File: config.mk
export PLATFORM = sky130hd
export DESIGN_NAME = player_move_fsm_flat
export DESIGN_NICKNAME = d
export VERILOG_FILES = /design/src/rtl/player_move_fsm_if.sv /design/src/rtl/player_move_fsm.sv /design/src/flat_wrapper.sv
export SDC_FILE = /design/constraint.sdc
export NUM_CORES = 1
export LEC_CHECK = 0
export CORE_ASPECT_RATIO = 1.75
export CORE_UTILIZATION = 41
export CTS_BUF_LIST = sky130_fd_sc_hd__clkbuf_8
export DETAILED_ROUTE_END_ITERATION = 6
export HOLD_SLACK_MARGIN = 0.15
export REMOVE_ABC_BUFFERS = 1
export SYNTH_ARGS = -nofsm -noshare
export SYNTH_HDL_FRONTEND = slang
export SYNTH_SLANG_ARGS = --single-unit
File: constraint.sdc
create_clock -name clock -period 8.4 [get_ports clock]
set_clock_uncertainty 0.05 [all_clocks]
set_input_delay 1.68 -clock clock [delete_from_list [all_inputs] [get_ports clock]]
set_output_delay 1.68 -clock clock [all_outputs]
set_load 0.02 [all_outputs]
File: src/rtl/player_move_fsm_if.sv
// Request, wall-RAM and status bundle between the key decoder / maze RAM and player_move_fsm.
interface player_move_fsm_if;
  logic        move_req;
  logic [1:0]  move_dir;
  logic        wall_q;
  logic [14:0] mem_addr;
  logic [7:0]  player_x;
  logic [6:0]  player_y;
  logic        doneChangePosition;
  logic        blocked;
  logic        busy;
  logic        exit_reached;

  modport master (
    output move_req, move_dir, wall_q,
    input  mem_addr, player_x, player_y, doneChangePosition, blocked, busy, exit_reached
  );

  modport slave (
    input  move_req, move_dir, wall_q,
    output mem_addr, player_x, player_y, doneChangePosition, blocked, busy, exit_reached
  );
endinterface

File: src/rtl/player_move_fsm.sv
// Player token mover: bound check, wall-RAM lookup, commit with cooldown, sticky exit flag.
module player_move_fsm #(
  parameter int unsigned BOARD_W    = 160,
  parameter int unsigned BOARD_H    = 120,
  parameter int unsigned START_X    = 1,
  parameter int unsigned START_Y    = 1,
  parameter int unsigned EXIT_X     = 158,
  parameter int unsigned EXIT_Y     = 118,
  parameter int unsigned MOVE_DELAY = 2500000
) (
  input logic              clock,
  input logic              resetn,
  player_move_fsm_if.slave bus
);

  localparam int unsigned XW = 8;
  localparam int unsigned YW = 7;
  localparam int unsigned AW = 15;
  localparam int unsigned CW = 22;

  typedef enum logic [2:0] {
    S_IDLE, S_CALC, S_WAIT, S_CHECK, S_REJECT, S_COOLDOWN
  } state_e;

  state_e          state_q;
  logic [1:0]      dir_q;
  logic [XW-1:0]   x_q;
  logic [YW-1:0]   y_q;
  logic [AW-1:0]   addr_q;
  logic [CW-1:0]   cnt_q;
  logic            done_q;
  logic            blocked_q;
  logic            busy_q;
  logic            exit_q;

  logic [XW:0]     cand_x_d;
  logic [YW:0]     cand_y_d;
  logic            cand_oob_d;
  logic            cand_exit_d;
  logic [AW-1:0]   addr_d;

  // Candidate in one extra bit so x-1 at 0 becomes all-ones and fails the bound test
  always_comb begin
    cand_x_d = (XW+1)'(x_q);
    cand_y_d = (YW+1)'(y_q);
    case (dir_q)
      2'b00:   cand_y_d = (YW+1)'(y_q) - (YW+1)'(1);
      2'b01:   cand_y_d = (YW+1)'(y_q) + (YW+1)'(1);
      2'b10:   cand_x_d = (XW+1)'(x_q) - (XW+1)'(1);
      default: cand_x_d = (XW+1)'(x_q) + (XW+1)'(1);
    endcase
    cand_oob_d  = (cand_x_d >= (XW+1)'(BOARD_W)) || (cand_y_d >= (YW+1)'(BOARD_H));
    cand_exit_d = (cand_x_d == (XW+1)'(EXIT_X)) && (cand_y_d == (YW+1)'(EXIT_Y));
    addr_d      = AW'(cand_y_d) * AW'(BOARD_W) + AW'(cand_x_d);
  end

  always_ff @(posedge clock) begin
    if (!resetn) begin
      state_q   <= S_IDLE;
      dir_q     <= 2'b00;
      x_q       <= XW'(START_X);
      y_q       <= YW'(START_Y);
      addr_q    <= '0;
      cnt_q     <= '0;
      done_q    <= 1'b0;
      blocked_q <= 1'b0;
      busy_q    <= 1'b0;
      exit_q    <= 1'b0;
    end else begin
      done_q    <= 1'b0;
      blocked_q <= 1'b0;
      case (state_q)
        S_IDLE: begin
          if (bus.move_req && !exit_q) begin
            dir_q   <= bus.move_dir;
            state_q <= S_CALC;
            busy_q  <= 1'b1;
          end
        end
        S_CALC: begin
          if (cand_oob_d) begin
            state_q <= S_REJECT;
          end else begin
            addr_q  <= addr_d;
            state_q <= S_WAIT;
          end
        end
        S_WAIT: state_q <= S_CHECK;
        S_CHECK: begin
          if (bus.wall_q) begin
            state_q <= S_REJECT;
          end else begin
            x_q    <= cand_x_d[XW-1:0];
            y_q    <= cand_y_d[YW-1:0];
            done_q <= 1'b1;
            cnt_q  <= CW'(MOVE_DELAY);
            if (cand_exit_d) exit_q <= 1'b1;
            if (MOVE_DELAY == 0) begin
              state_q <= S_IDLE;
              busy_q  <= 1'b0;
            end else begin
              state_q <= S_COOLDOWN;
            end
          end
        end
        S_REJECT: begin
          blocked_q <= 1'b1;
          state_q   <= S_IDLE;
          busy_q    <= 1'b0;
        end
        S_COOLDOWN: begin
          cnt_q <= cnt_q - CW'(1);
          if (cnt_q <= CW'(1)) begin
            state_q <= S_IDLE;
            busy_q  <= 1'b0;
          end
        end
        default: begin
          state_q <= S_IDLE;
          busy_q  <= 1'b0;
        end
      endcase
    end
  end

  assign bus.mem_addr           = addr_q;
  assign bus.player_x           = x_q;
  assign bus.player_y           = y_q;
  assign bus.doneChangePosition = done_q;
  assign bus.blocked            = blocked_q;
  assign bus.busy               = busy_q;
  assign bus.exit_reached       = exit_q;

endmodule
File: src/flat_wrapper.sv
// flat-port wrapper written by rule: the top's interface ports become plain ports
module player_move_fsm_flat 
#(
  parameter int unsigned BOARD_W    = 160,
  parameter int unsigned BOARD_H    = 120,
  parameter int unsigned START_X    = 1,
  parameter int unsigned START_Y    = 1,
  parameter int unsigned EXIT_X     = 158,
  parameter int unsigned EXIT_Y     = 118,
  parameter int unsigned MOVE_DELAY = 2500000
)
  (clock, resetn, bus_move_req, bus_move_dir, bus_wall_q, bus_mem_addr, bus_player_x, bus_player_y, bus_doneChangePosition, bus_blocked, bus_busy, bus_exit_reached);
  player_move_fsm_if bus_i ();
  input logic clock;
  input logic resetn;
  input wire logic [$bits(bus_i.move_req)-1:0] bus_move_req;
  input wire logic [$bits(bus_i.move_dir)-1:0] bus_move_dir;
  input wire logic [$bits(bus_i.wall_q)-1:0] bus_wall_q;
  output wire logic [$bits(bus_i.mem_addr)-1:0] bus_mem_addr;
  output wire logic [$bits(bus_i.player_x)-1:0] bus_player_x;
  output wire logic [$bits(bus_i.player_y)-1:0] bus_player_y;
  output wire logic [$bits(bus_i.doneChangePosition)-1:0] bus_doneChangePosition;
  output wire logic [$bits(bus_i.blocked)-1:0] bus_blocked;
  output wire logic [$bits(bus_i.busy)-1:0] bus_busy;
  output wire logic [$bits(bus_i.exit_reached)-1:0] bus_exit_reached;
  assign bus_i.move_req = bus_move_req;
  assign bus_i.move_dir = bus_move_dir;
  assign bus_i.wall_q = bus_wall_q;
  assign bus_mem_addr = bus_i.mem_addr;
  assign bus_player_x = bus_i.player_x;
  assign bus_player_y = bus_i.player_y;
  assign bus_doneChangePosition = bus_i.doneChangePosition;
  assign bus_blocked = bus_i.blocked;
  assign bus_busy = bus_i.busy;
  assign bus_exit_reached = bus_i.exit_reached;
  player_move_fsm #(.BOARD_W(BOARD_W), .BOARD_H(BOARD_H), .START_X(START_X), .START_Y(START_Y), .EXIT_X(EXIT_X), .EXIT_Y(EXIT_Y), .MOVE_DELAY(MOVE_DELAY)) u_core (.clock(clock), .resetn(resetn), .bus(bus_i));
endmodule
-- Word level (Yosys, flattened, before mapping)
Index checks and enable logic that the tools add are counted.
- latch bits: 0
- bits of input ports: 6
- memories: 0
- logic and storage cells: 66
- memory bits (read-only): 0
- RAM bits: 0
- register bits after elaboration: 61
- $add $sub $neg: 6
- order comparisons: 3
- reductions and logical operators: 17
- multipliers: 1
- multiplexer cells: 14
- shift operators: 0
- divide/modulo/power cells: 0
- bitwise logic cells: 3
- eq/ne operators: 12
- operators with widths (kind ; number):
    $pmux W22 S2 ; 1
    $le A22 B1 Y1 const B ; 1
    $mux W22 ; 1
    $sub A22 B1 Y22 const B ; 1
    $pmux W9 S2 ; 1
    $pmux W8 S2 ; 1
    $add A15 B9 Y15 ; 1
    $pmux W3 S5 ; 1
    $reduce_and A2 Y1 ; 6
    $mul A8 B3 Y10 const B ; 1
    $add A8 B1 Y9 const B ; 1
    $eq A9 B8 Y1 const B ; 1
    $ge A9 B8 Y1 const B ; 1
    $mux W3 ; 3
    $sub A8 B1 Y9 const B ; 1
    $add A7 B1 Y8 const B ; 1
    $eq A8 B7 Y1 const B ; 1
    $ge A8 B7 Y1 const B ; 1
    $sub A7 B1 Y8 const B ; 1
    $eq A3 B2 Y1 const B ; 2
    $eq A3 B3 Y1 const B ; 2
    $reduce_and A3 Y1 ; 2
    $mux W1 ; 5
    $ne A2 B1 Y1 const B ; 2
    14 further kinds ; 17

-- Logic depth before layout (Yosys ltp)
Gate-level depths: netlist (run 1).
- depth in word-level cells: 7
- depth in mapped cells: 20
- gate-level depth less buffers: 19

-- Worst setup path after synthesis (run 1)
No wires, ideal clock.
- kind: flip-flop to flip-flop
- start point: reg u_core.dir_q[1]
- end point: reg u_core.addr_q[14] (netlist: u_core.bus.mem_addr[14])
- arrival: 4196 ps
- library setup time: 117 ps
- data required time: 8233 ps
- stages on the path, launching flop included: 18
- slack: 4036 ps
- cells stage by stage: dfxtp_1 > inv_2 > clkbuf_1 > nand2_1 > ha_1 > a21o_1 > a21oi_1 > xor2_1 > o21ai_0 > ha_1 > ha_1 > inv_1 > fa_1 > nor3_1 > and3_1 > nand3_1 > xnor3_1 > a32o_1
- elaborated cells between the ends (all ways): 13
- classes of those cells: add/sub (1); mul (1); order compare (2); eq/ne (2); mux (2); bitwise (1); reduce/logical (4)
- RTL lines (element ; line ; text):
    start, declared ; player_move_fsm.sv:26 ; logic [1:0] dir_q;
    start signal, assigned ; player_move_fsm.sv:75 ; dir_q <= bus.move_dir;
    $eq A2 B1 Y1 / $logic_not A2 Y1 (equally long branches) ; player_move_fsm.sv:46 ; case (dir_q)
    $pmux W8 S2 (*) ; player_move_fsm.sv:46 ;
    via u_core.cand_y_d[3] ; player_move_fsm.sv:37 ; logic [YW:0] cand_y_d;
    parallel branches: the longest is 4 deep, another holds $add A15 B9 Y15 ; -- ;
    end signal, assigned ; player_move_fsm.sv:84 ; addr_q <= addr_d;
    end, declared ; player_move_fsm.sv:29 ; logic [AW-1:0] addr_q;
Mark *: on every way through the listed nets, which the timed path passes.
A chain may end at the register's enable or synchronous reset.

-- Worst setup path after layout (run 1)
- start point: reg u_core.dir_q[1]
- end point: reg u_core.addr_q[14] (netlist: u_core.bus.mem_addr[14])
- word-level cells in the longest chain between the ends: 7
- elaborated cells between the ends (all ways): 13
- classes of those cells: add/sub (1); mul (1); order compare (2); eq/ne (2); mux (2); bitwise (1); reduce/logical (4)
- ends and longest elaborated chain (element):
    parallel branches: the longest is 7 deep, another holds $add A15 B9 Y15
Parallel ways; which one is timed is not known.

==> run metrics, run 1 <==
met3 Use GR=0.0378; Initial DRC Count=171; Post-Syn Area=4140 um^2; P_leak=0.00195 uW; run status=finished, final reports clean; CTS hold repair buffers=0; critical path startpoint=u_core.dir_q[1]; ANT cells=0; crit start category=flip-flop; Yosys cell types=60; ranking of synthesized cells by area=dfxtp_1 (30%), ha_1 (8.5%), nand2_1 (4.5%); top-area cell type share of the netlist area=0.295; endpoint class of the critical path=flip-flop; register area share after synthesis=0.295; I/O pin cnt=40; Critical Path AT=5.16 ns; DIE AREA=10500 um^2; Die Ht=135 um; DRC=0; global placer's final weighted congestion=0.921; clock edge transition at the registers on the reported setup and hold paths=0.07 ns; setup TNS=0 ns; Inst Count DP=644; Yosys top cell by area=dfxtp_1; final period utilization=0.591; Crit path required time=8.60 ns; layout overhead on the synthesized area=16.2%; Synth Register Bits=61; Util after Layout=0.488; Cell Rows=48; crit path time final=4.96 ns; GR Layer Usage met1=0.214; first-pass GRT wire length=17.3 mm; H-tree levels=3; Initial Util=0.420; Routed Antenna Nets=0; CTS resizes=0; crit path max fanout=31; Die W=78.0 um; RSZ-0062 raised after global routing=no; post-route insts no fill=660; root buffer cell=clkbuf_8; Routed WL=10.5 mm; number of fillers in the final layout=989; CTS tree=built; vias=3678; final setup vio count=0; Buffers on Ports=39; core area=9850 um^2; CTS sink count=61; nets@finish=568; CTS max path bufs=2; Pre-antenna DRT Iters=5; r2r startpoint=u_core.dir_q[1]; via/cell ratio=5.57; CTS buffer count=9; Cell Pwr Density=309 nW/um^2; Final Max Slew Viols=0; routed length per instance=15.9 um; Cells after Synth=501; slew margin rel.=0.467; Post-DP Area=4600 um^2; Post-CTS Setup Inserts=0; worst min path class=reg -> reg; max frequency=0.201 GHz; via count of the first global-routing pass=3712; gr busiest metal=met2; dpl hpwl=7.82 mm; fraction of registers with async set/reset=0; Worst-Margin Slew=0.797 ns; total gr overflow=0; EDFF count, synth=0; Fin. Hold Viols=0; met2 usage=0.411; Tot GR Track Use=0.214; fin area=4810 um^2; synth warn=0; largest net degree at the start of global routing=41; maxcap violations=0; kind of critical path=reg -> reg; initial antenna violation count=0; hold_sp=u_core.bus.mem_addr[2]; fraction of layout cells with a size suffix above 1=0.0729; Worst VDD drop=0.181 mV; clock latency on the worst-skew pair=0.35 ns; Mean Syn Cell Area=8.26 um^2; Main synth FF type=dfxtp_1
-- flip-flops by register name, summed over array words and instances, names as in the netlist, 2 cells and up --
signal,cells
u_core.cnt_q,22
u_core.bus.mem_addr,15
u_core.bus.player_x,8
u_core.bus.player_y,7
u_core.state_q,3
u_core.dir_q,2
-- metal layers --
| metal | up-vias | part of all wire | wire [um] |
|---|---|---|---|
| li1 | 1855 | - | - |
| met4 | 0 | 0.030 | 314 |
| met3 | 21 | 0.026 | 270 |
| met5 | - | 0 | 0 |
| met2 | 56 | 0.54 | 5720 |
| met1 | 1746 | 0.40 | 4200 |
-- stage by stage --
stage | total power (uW) | hold slack (ns) | setup WS (ns)
floorplan | 1010 | 0.385 | 3.59
global placement | 1200 | 0.393 | 3.52
detailed placement | 1210 | 0.405 | 3.42
CTS | 1500 | 0.415 | 3.42
global route | 1610 | 0.439 | 2.99
finish | 1490 | 0.410 | 3.44
-- report_power, final --
part / internal (uW) / switching [uW]
clock network: 163 / 120
registers: 332 / 43.3
logic: 370 / 457
total: 865 / 620
-- layout by cell type, fill, tap and decap left out, types with 5 or more instances in the layout --
master           count
nand3_1             11
nand2b_1            12
o21a_1               7
clkbuf_8             9
nor4_1               7
a21oi_1             27
or4_1                5
nor2b_1             13
xor2_1               8
mux2_2               5
nor2_1              40
inv_1               24
o21ai_0             20
mux2i_1             17
dfxtp_1             61
nand2_1             50
xnor2_1             19
or2_2                5
a21o_1               7
a211oi_1            19
ha_1                28
clkdlybuf4s50_1     39
nor3_1              30
-- final cells by class --
class / count / area (um^2) / share of cell area
Clock buffer: 9 / 124 / 0.0258
Clock inverter: 7 / 83.8 / 0.0174
Multi-Input combinational cell: 392 / 2720 / 0.565
Timing Repair Buffer: 43 / 420 / 0.0874
Inverter: 23 / 86.3 / 0.0180
Tap cell: 125 / 156 / 0.0325
Sequential cell: 61 / 1220 / 0.254
-- Yosys cell counts, types with 3 or more instances --
cell type,instances
dfxtp_1,61
nand2_1,50
nor2_1,40
nor3_1,30
ha_1,28
a21oi_1,27
inv_1,21
o21ai_0,20
a211oi_1,19
xnor2_1,19
mux2i_1,17
clkbuf_1,14
nor2b_1,13
nand2b_1,12
nand3_1,11
xor2_1,8
a21o_1,7
nor4_1,7
o21a_1,7
buf_1,5
mux2_2,5
or2_2,5
or4_1,5
a311oi_1,4
a31oi_1,4
and2_1,4
buf_2,4
fa_1,4
o211ai_1,4
o31ai_1,4
o311ai_0,3
o31a_1,3
-- path summary, 6_finish.rpt --
| check | end | slack, ns | cells after the start |
|---|---|---|---|
| worst max-delay path | u_core.bus.mem_addr[14] | 3.44 | 19 |
| worst max register to register | u_core.bus.mem_addr[14] | 3.44 | 19 |
| worst min register to register | u_core.bus.mem_addr[2] | 0.41 | 2 |
| worst min-delay path | u_core.bus.mem_addr[2] | 0.41 | 2 |
-- kinds of logic after synthesis --
kind of cell    synth area share
simple gates               0.243
mux                       0.0602
fa+ha+maj                  0.104
buf+inv                   0.0484
flops                      0.295
xor+xnor                  0.0626
compound gates             0.187
-- worst max-delay path: stages (launching register included) --
cell and delay, ns:
dfxtp_1 0.31, buf_4 0.31, inv_2 0.23, nand2_1 0.30
inv_1 0.12, fa_1 0.43, nor2b_4 0.14, o21ai_0 0.11
nor3b_1 0.16, o31ai_1 0.59, xnor2_1 0.25, inv_1 0.08
ha_1 0.33, a21o_1 0.16, a21oi_1 0.17, xnor2_1 0.21
and3_1 0.21, nand3_1 0.10, xnor3_1 0.35, a32o_1 0.24
Note: power is estimated with default switching activity, not from simulation.
==> run 2: changes to the inputs <==
==> constraint.sdc (replaced) <==
create_clock -name clock -period 4.6 [get_ports clock]
set_clock_uncertainty 0.05 [all_clocks]
set_input_delay 0.92 -clock clock [delete_from_list [all_inputs] [get_ports clock]]
set_output_delay 0.92 -clock clock [all_outputs]
set_load 0.02 [all_outputs]
==> run metrics, run 2 (synthesis results as in run 1) <==
P_leak=0.00198 uW; crit start category=flip-flop; Top reg by flops=u_core.cnt_q; slew margin rel.=0.410; dpl hpwl=7.99 mm; Routed Antenna Nets=0; final setup vio count=0; Initial DRC Count=145; root buffer cell=clkbuf_8; crit path max fanout=7; Die W=78.0 um; initial antenna violation count=0; fin area=4830 um^2; CTS tree=built; DIE AREA=10500 um^2; largest net degree at the start of global routing=37; CTS buffer count=9; RSZ-0062 raised after global routing=no; Die Ht=135 um; CTS hold repair buffers=0; Initial Util=0.420; clock latency on the worst-skew pair=0.35 ns; Cell Pwr Density=552 nW/um^2; first-pass GRT wire length=17.2 mm; Crit path required time=4.80 ns; Pre-antenna DRT Iters=4; Tot GR Track Use=0.211; nets@finish=577; H-tree levels=3; setup TNS=0 ns; kind of critical path=reg -> reg; Post-CTS Setup Inserts=0; Largest register FFs=22; Worst-Margin Slew=0.885 ns; via/cell ratio=5.56; final period utilization=0.938; commonest non-fill, non-tap cell in the layout=dfxtp_1; via count of the first global-routing pass=3685; I/O pin cnt=40; CTS sink count=61; clock edge transition at the registers on the reported setup and hold paths=0.07 ns; vias=3716; Worst VDD drop=0.293 mV; number of fillers in the final layout=977; fraction of layout cells with a size suffix above 1=0.0884; core area=9850 um^2; Cell Rows=48; Final Max Slew Viols=0; layout overhead on the synthesized area=16.8%; ANT cells=0; total gr overflow=0; Routed WL=10.5 mm; maxcap violations=0; worst min path class=reg -> reg; Buffers on Ports=39; endpoint class of the critical path=flip-flop; run status=finished, final reports clean; CTS max path bufs=2; Post-DP Area=4670 um^2; commonest non-fill, non-tap cells in the layout=dfxtp_1 (61), nand2_1 (50), nor2_1 (40); crit path time final=4.31 ns; Critical Path AT=4.51 ns; CTS resizes=0; routed length per instance=15.7 um; global placer's final weighted congestion=0.939; DRC=0; Fin. Hold Viols=0; max frequency=0.232 GHz
[run 2: changes by cell type in the layout (fill, tap and decap cells not counted)]
| cell | previous run | this run |
|---|---|---|
| clkbuf_8 | 9 | 10 |
| o31ai_2 | 0 | 1 |
| bufinv_16 | 2 | 0 |
| clkinv_2 | 1 | 2 |
| clkinvlp_4 | 1 | 0 |
| o31ai_1 | 4 | 3 |
| buf_4 | 4 | 13 |
[run 2: routing by layer]
| layer | vias up | global-route usage | part of all wire |
|---|---|---|---|
| li1 | 1871 | - | - |
| met1 | 1763 | 0.207 | 0.39 |
| met2 | 62 | 0.413 | 0.55 |
| met3 | 20 | 0.0324 | 0.028 |
| met4 | 0 | 0.116 | 0.033 |
| met5 | - | 0 | 0 |
[run 2: worst paths after layout]
check / startpoint / endpoint / depth (start not counted) / slack [ns]
worst max-delay path: u_core.dir_q[1] / u_core.bus.mem_addr[14] / 19 / 0.29
worst min-delay path: u_core.bus.mem_addr[3] / u_core.bus.mem_addr[3] / 2 / 0.41
worst max register to register: u_core.dir_q[1] / u_core.bus.mem_addr[14] / 19 / 0.29
worst min register to register: u_core.bus.mem_addr[3] / u_core.bus.mem_addr[3] / 2 / 0.41
[run 2: layout make-up]
| class | count | area, um^2 | share of cell area |
|---|---|---|---|
| clock buffers | 10 | 138 | 0.0285 |
| clock inverters | 5 | 21.3 | 0.00440 |
| well taps | 125 | 156 | 0.0324 |
| multi-input cells | 392 | 2720 | 0.563 |
| repair buffers | 52 | 488 | 0.101 |
| flip-flops and latches | 61 | 1220 | 0.253 |
| inverters | 23 | 86.3 | 0.0179 |
[run 2: critical path, stage by stage (launching register included)]
cell and delay (ns):
dfxtp_1 0.37, inv_2 0.05, nand2_1 0.08, buf_4 0.15
inv_1 0.07, fa_1 0.43, nor2b_4 0.15, o21ai_0 0.13
nor3b_1 0.18, o31ai_2 0.33, xnor2_1 0.22, inv_1 0.08
ha_1 0.33, a211oi_1 0.35, o21bai_1 0.13, a21oi_1 0.19
xnor2_1 0.18, nand3_1 0.14, xnor3_1 0.36, a32o_1 0.25
[run 2: per-stage QoR]
step | util | std cells | total power (uW) | worst slack (ns) | hold slack (ns)
6_report | 0.491 | 668 | 2670 | 0.285 | 0.407
5_1_grt | 0.491 | 668 | 2870 | 0.0642 | 0.429
4_1_cts | 0.490 | 668 | 2690 | 0.218 | 0.414
3_5_place_dp | 0.474 | 653 | 2260 | 0.240 | 0.403
3_3_place_gp | 0.474 | 653 | 2250 | 0.316 | 0.394
2_1_floorplan | - | 476 | 1850 | -0.215 | 0.385
[run 2: where the power goes]
group,leakage [uW],switching [uW],total (uW),internal (uW)
Clock,0.0000957,211,410,199
Combinational,0.00139,865,1580,712
Sequential,0.000493,73.4,679,606
==> run 3: changes to the inputs <==
--- a/config.mk
+++ b/config.mk
@@ -5,11 +5,14 @@
 export SDC_FILE = /design/constraint.sdc
 export NUM_CORES = 1
 export LEC_CHECK = 0
+export CELL_PAD_IN_SITES_DETAIL_PLACEMENT = 2
+export CELL_PAD_IN_SITES_GLOBAL_PLACEMENT = 2
 export CORE_ASPECT_RATIO = 1.75
-export CORE_UTILIZATION = 41
+export CORE_UTILIZATION = 36
 export CTS_BUF_LIST = sky130_fd_sc_hd__clkbuf_8
 export DETAILED_ROUTE_END_ITERATION = 6
 export HOLD_SLACK_MARGIN = 0.15
+export PLACE_DENSITY_LB_ADDON = 0.1
 export REMOVE_ABC_BUFFERS = 1
 export SYNTH_ARGS = -nofsm -noshare
 export SYNTH_HDL_FRONTEND = slang
==> run metrics, run 3 (synthesis results as in run 1) <==
dpl hpwl=10.2 mm; worst min path class=reg -> reg; maxcap violations=0; Worst VDD drop=0.386 mV; met2 usage=0.513; I/O pin cnt=40; commonest non-fill, non-tap cell in the layout=dfxtp_1; nets@finish=577; Initial Util=0.371; ANT cells=0; core area=11200 um^2; max frequency=0.229 GHz; DIE AREA=11900 um^2; GR Layer Usage met1=0.211; H-tree levels=3; Final Max Slew Viols=0; Fin. Hold Viols=0; final setup vio count=0; total gr overflow=0; Worst Reg-to-Reg Cells=17; first-pass GRT wire length=22.2 mm; hold_sp=u_core.bus.mem_addr[8]; gr busiest metal=met2; logic gate share of total power=0.588; Tot GR Track Use=0.239; Routed WL=13.5 mm; Pre-antenna DRT Iters=4; Endpoint, Worst Hold=u_core.bus.mem_addr[8]; endpoint class of the critical path=flip-flop; Cell Pwr Density=576 nW/um^2; crit start category=flip-flop; CTS max path bufs=2; Tot Pwr=2800 uW; switching share of total power=0.439; r2r setup slk=0.23 ns; Die Ht=144 um; Top reg by flops=u_core.cnt_q; slowest CP cell=dfxtp_1; CTS sink count=61; largest net degree at the start of global routing=36; CP cell instances=buf_4 > nand2b_1 > inv_1 > ha_1 > nor2b_1 > o31a_1 > or3_1 > a31oi_2 > inv_1 > ha_1 > a21o_1 > a211oi_1 > nor3_1 > and3_1 > nand3_1 > xnor3_1 > a32o_1; met3 Use GR=0.0356; root buffer cell=clkbuf_8; slew margin rel.=0.267; fraction of layout cells with a size suffix above 1=0.0923; CTS tree=built; Routed Antenna Nets=0; clock edge transition at the registers on the reported setup and hold paths=0.07 ns; via/cell ratio=5.79; Clock Power Share=0.169; crit path max fanout=8; initial antenna violation count=0; routed length per instance=20.0 um; setup TNS=0 ns; Cell Rows=51; run status=finished, final reports clean; r2r startpoint=u_core.dir_q[0]; Largest register FFs=22; final worst setup slack=0.234 ns; Worst-Margin Slew=1.10 ns; clock latency on the worst-skew pair=0.35 ns; Worst path max stage delay=0.37 ns; layout overhead on the synthesized area=17.6%; kind of critical path=reg -> reg; crit path time final=4.37 ns; Initial DRC Count=131; Critical Path AT=4.56 ns; Die W=83.1 um; final period utilization=0.949; vias=3903; global placer's final weighted congestion=0.805; Hold Path Depth=2; RR Endpoint=u_core.bus.mem_addr[14]; Hold Slack=0.413 ns; DRC=0; Buffers on Ports=39; Crit path required time=4.80 ns; via count of the first global-routing pass=4441; sequential power share=0.244; DP Worst Slack=0.172 ns; CTS buffer count=9; switching pwr=1230 uW; commonest non-fill, non-tap cells in the layout=dfxtp_1 (60), nand2_1 (49), nor2_1 (40); P_leak=0.00198 uW; P_int=1570 uW; Post-CTS Setup Inserts=0
-- run 3: cell types whose count changed in the layout (fill, tap and decap cells not counted), sizes merged --
cell	before	now
clkinv	2	1
bufinv	0	1
inv	26	25
-- run 3: metrics by stage --
stage | utilization | std cells | cell area [um^2]
after global placement | 0.419 | 660 | 4680
after global routing | 0.436 | 674 | 4870
after CTS | 0.435 | 674 | 4860
final | 0.436 | 674 | 4870
after floorplan | - | 476 | 4030
after detailed placement | 0.419 | 660 | 4680
-- run 3: per-layer routing --
metal / up-vias / wire (um) / part of all wire
li1: 1851 / - / -
met1: 1961 / 4540 / 0.34
met2: 58 / 8150 / 0.60
met3: 33 / 336 / 0.025
met4: 0 / 473 / 0.035
met5: - / 0 / 0
-- run 3: worst max-delay path by stage --
| stage | start | endpoint | slack, ns | cells past startpoint |
|---|---|---|---|---|
| CTS | u_core.dir_q[1] | u_core.bus.mem_addr[14] | 0.17 | 18 |
| global placement | u_core.dir_q[0] | u_core.bus.mem_addr[14] | 0.32 | 17 |
| detailed placement | u_core.dir_q[1] | u_core.bus.mem_addr[14] | 0.17 | 18 |
| global route | u_core.dir_q[0] | u_core.bus.mem_addr[14] | -0.02 | 17 |
| floorplan | u_core.dir_q[1] | u_core.bus.mem_addr[14] | -0.21 | 18 |
| finish | u_core.dir_q[0] | u_core.bus.mem_addr[14] | 0.23 | 17 |
-- run 3: cell type report --
class / count / area [um^2]
Clock buffer: 10 / 138
Clock inverter: 4 / 42.5
Fill cell: 1319 / 6300
Inverter: 23 / 86.3
Multi-Input combinational cell: 392 / 2730
Sequential cell: 61 / 1220
Tap cell: 132 / 165
Timing Repair Buffer: 52 / 488
-- run 3: critical path: cells and delay by family (launching register included) --
kind,cells,cell delay [ns]
compound gates,5,1.25
xor+xnor,1,0.31
fa+ha+maj,2,0.66
simple gates,6,1.15
flops,1,0.37
buf+inv,3,0.46
-- run 3: power groups by stage --
stage,Sequential [uW],Clock (uW),Combinational [uW]
2_1_floorplan,740,0,1110
6_report,683,473,1650
4_1_cts,684,487,1670
3_5_place_dp,695,0,1650
3_3_place_gp,690,0,1590
5_1_grt,695,508,1810
-- run 3: repair_timing --
| action | 4_1_cts | 5_1_grt |
|---|---|---|
| gates resized for setup | 0 | 3 |
| setup endpoints to repair | 0 | 1 |
| hold buffers | 0 | 0 |
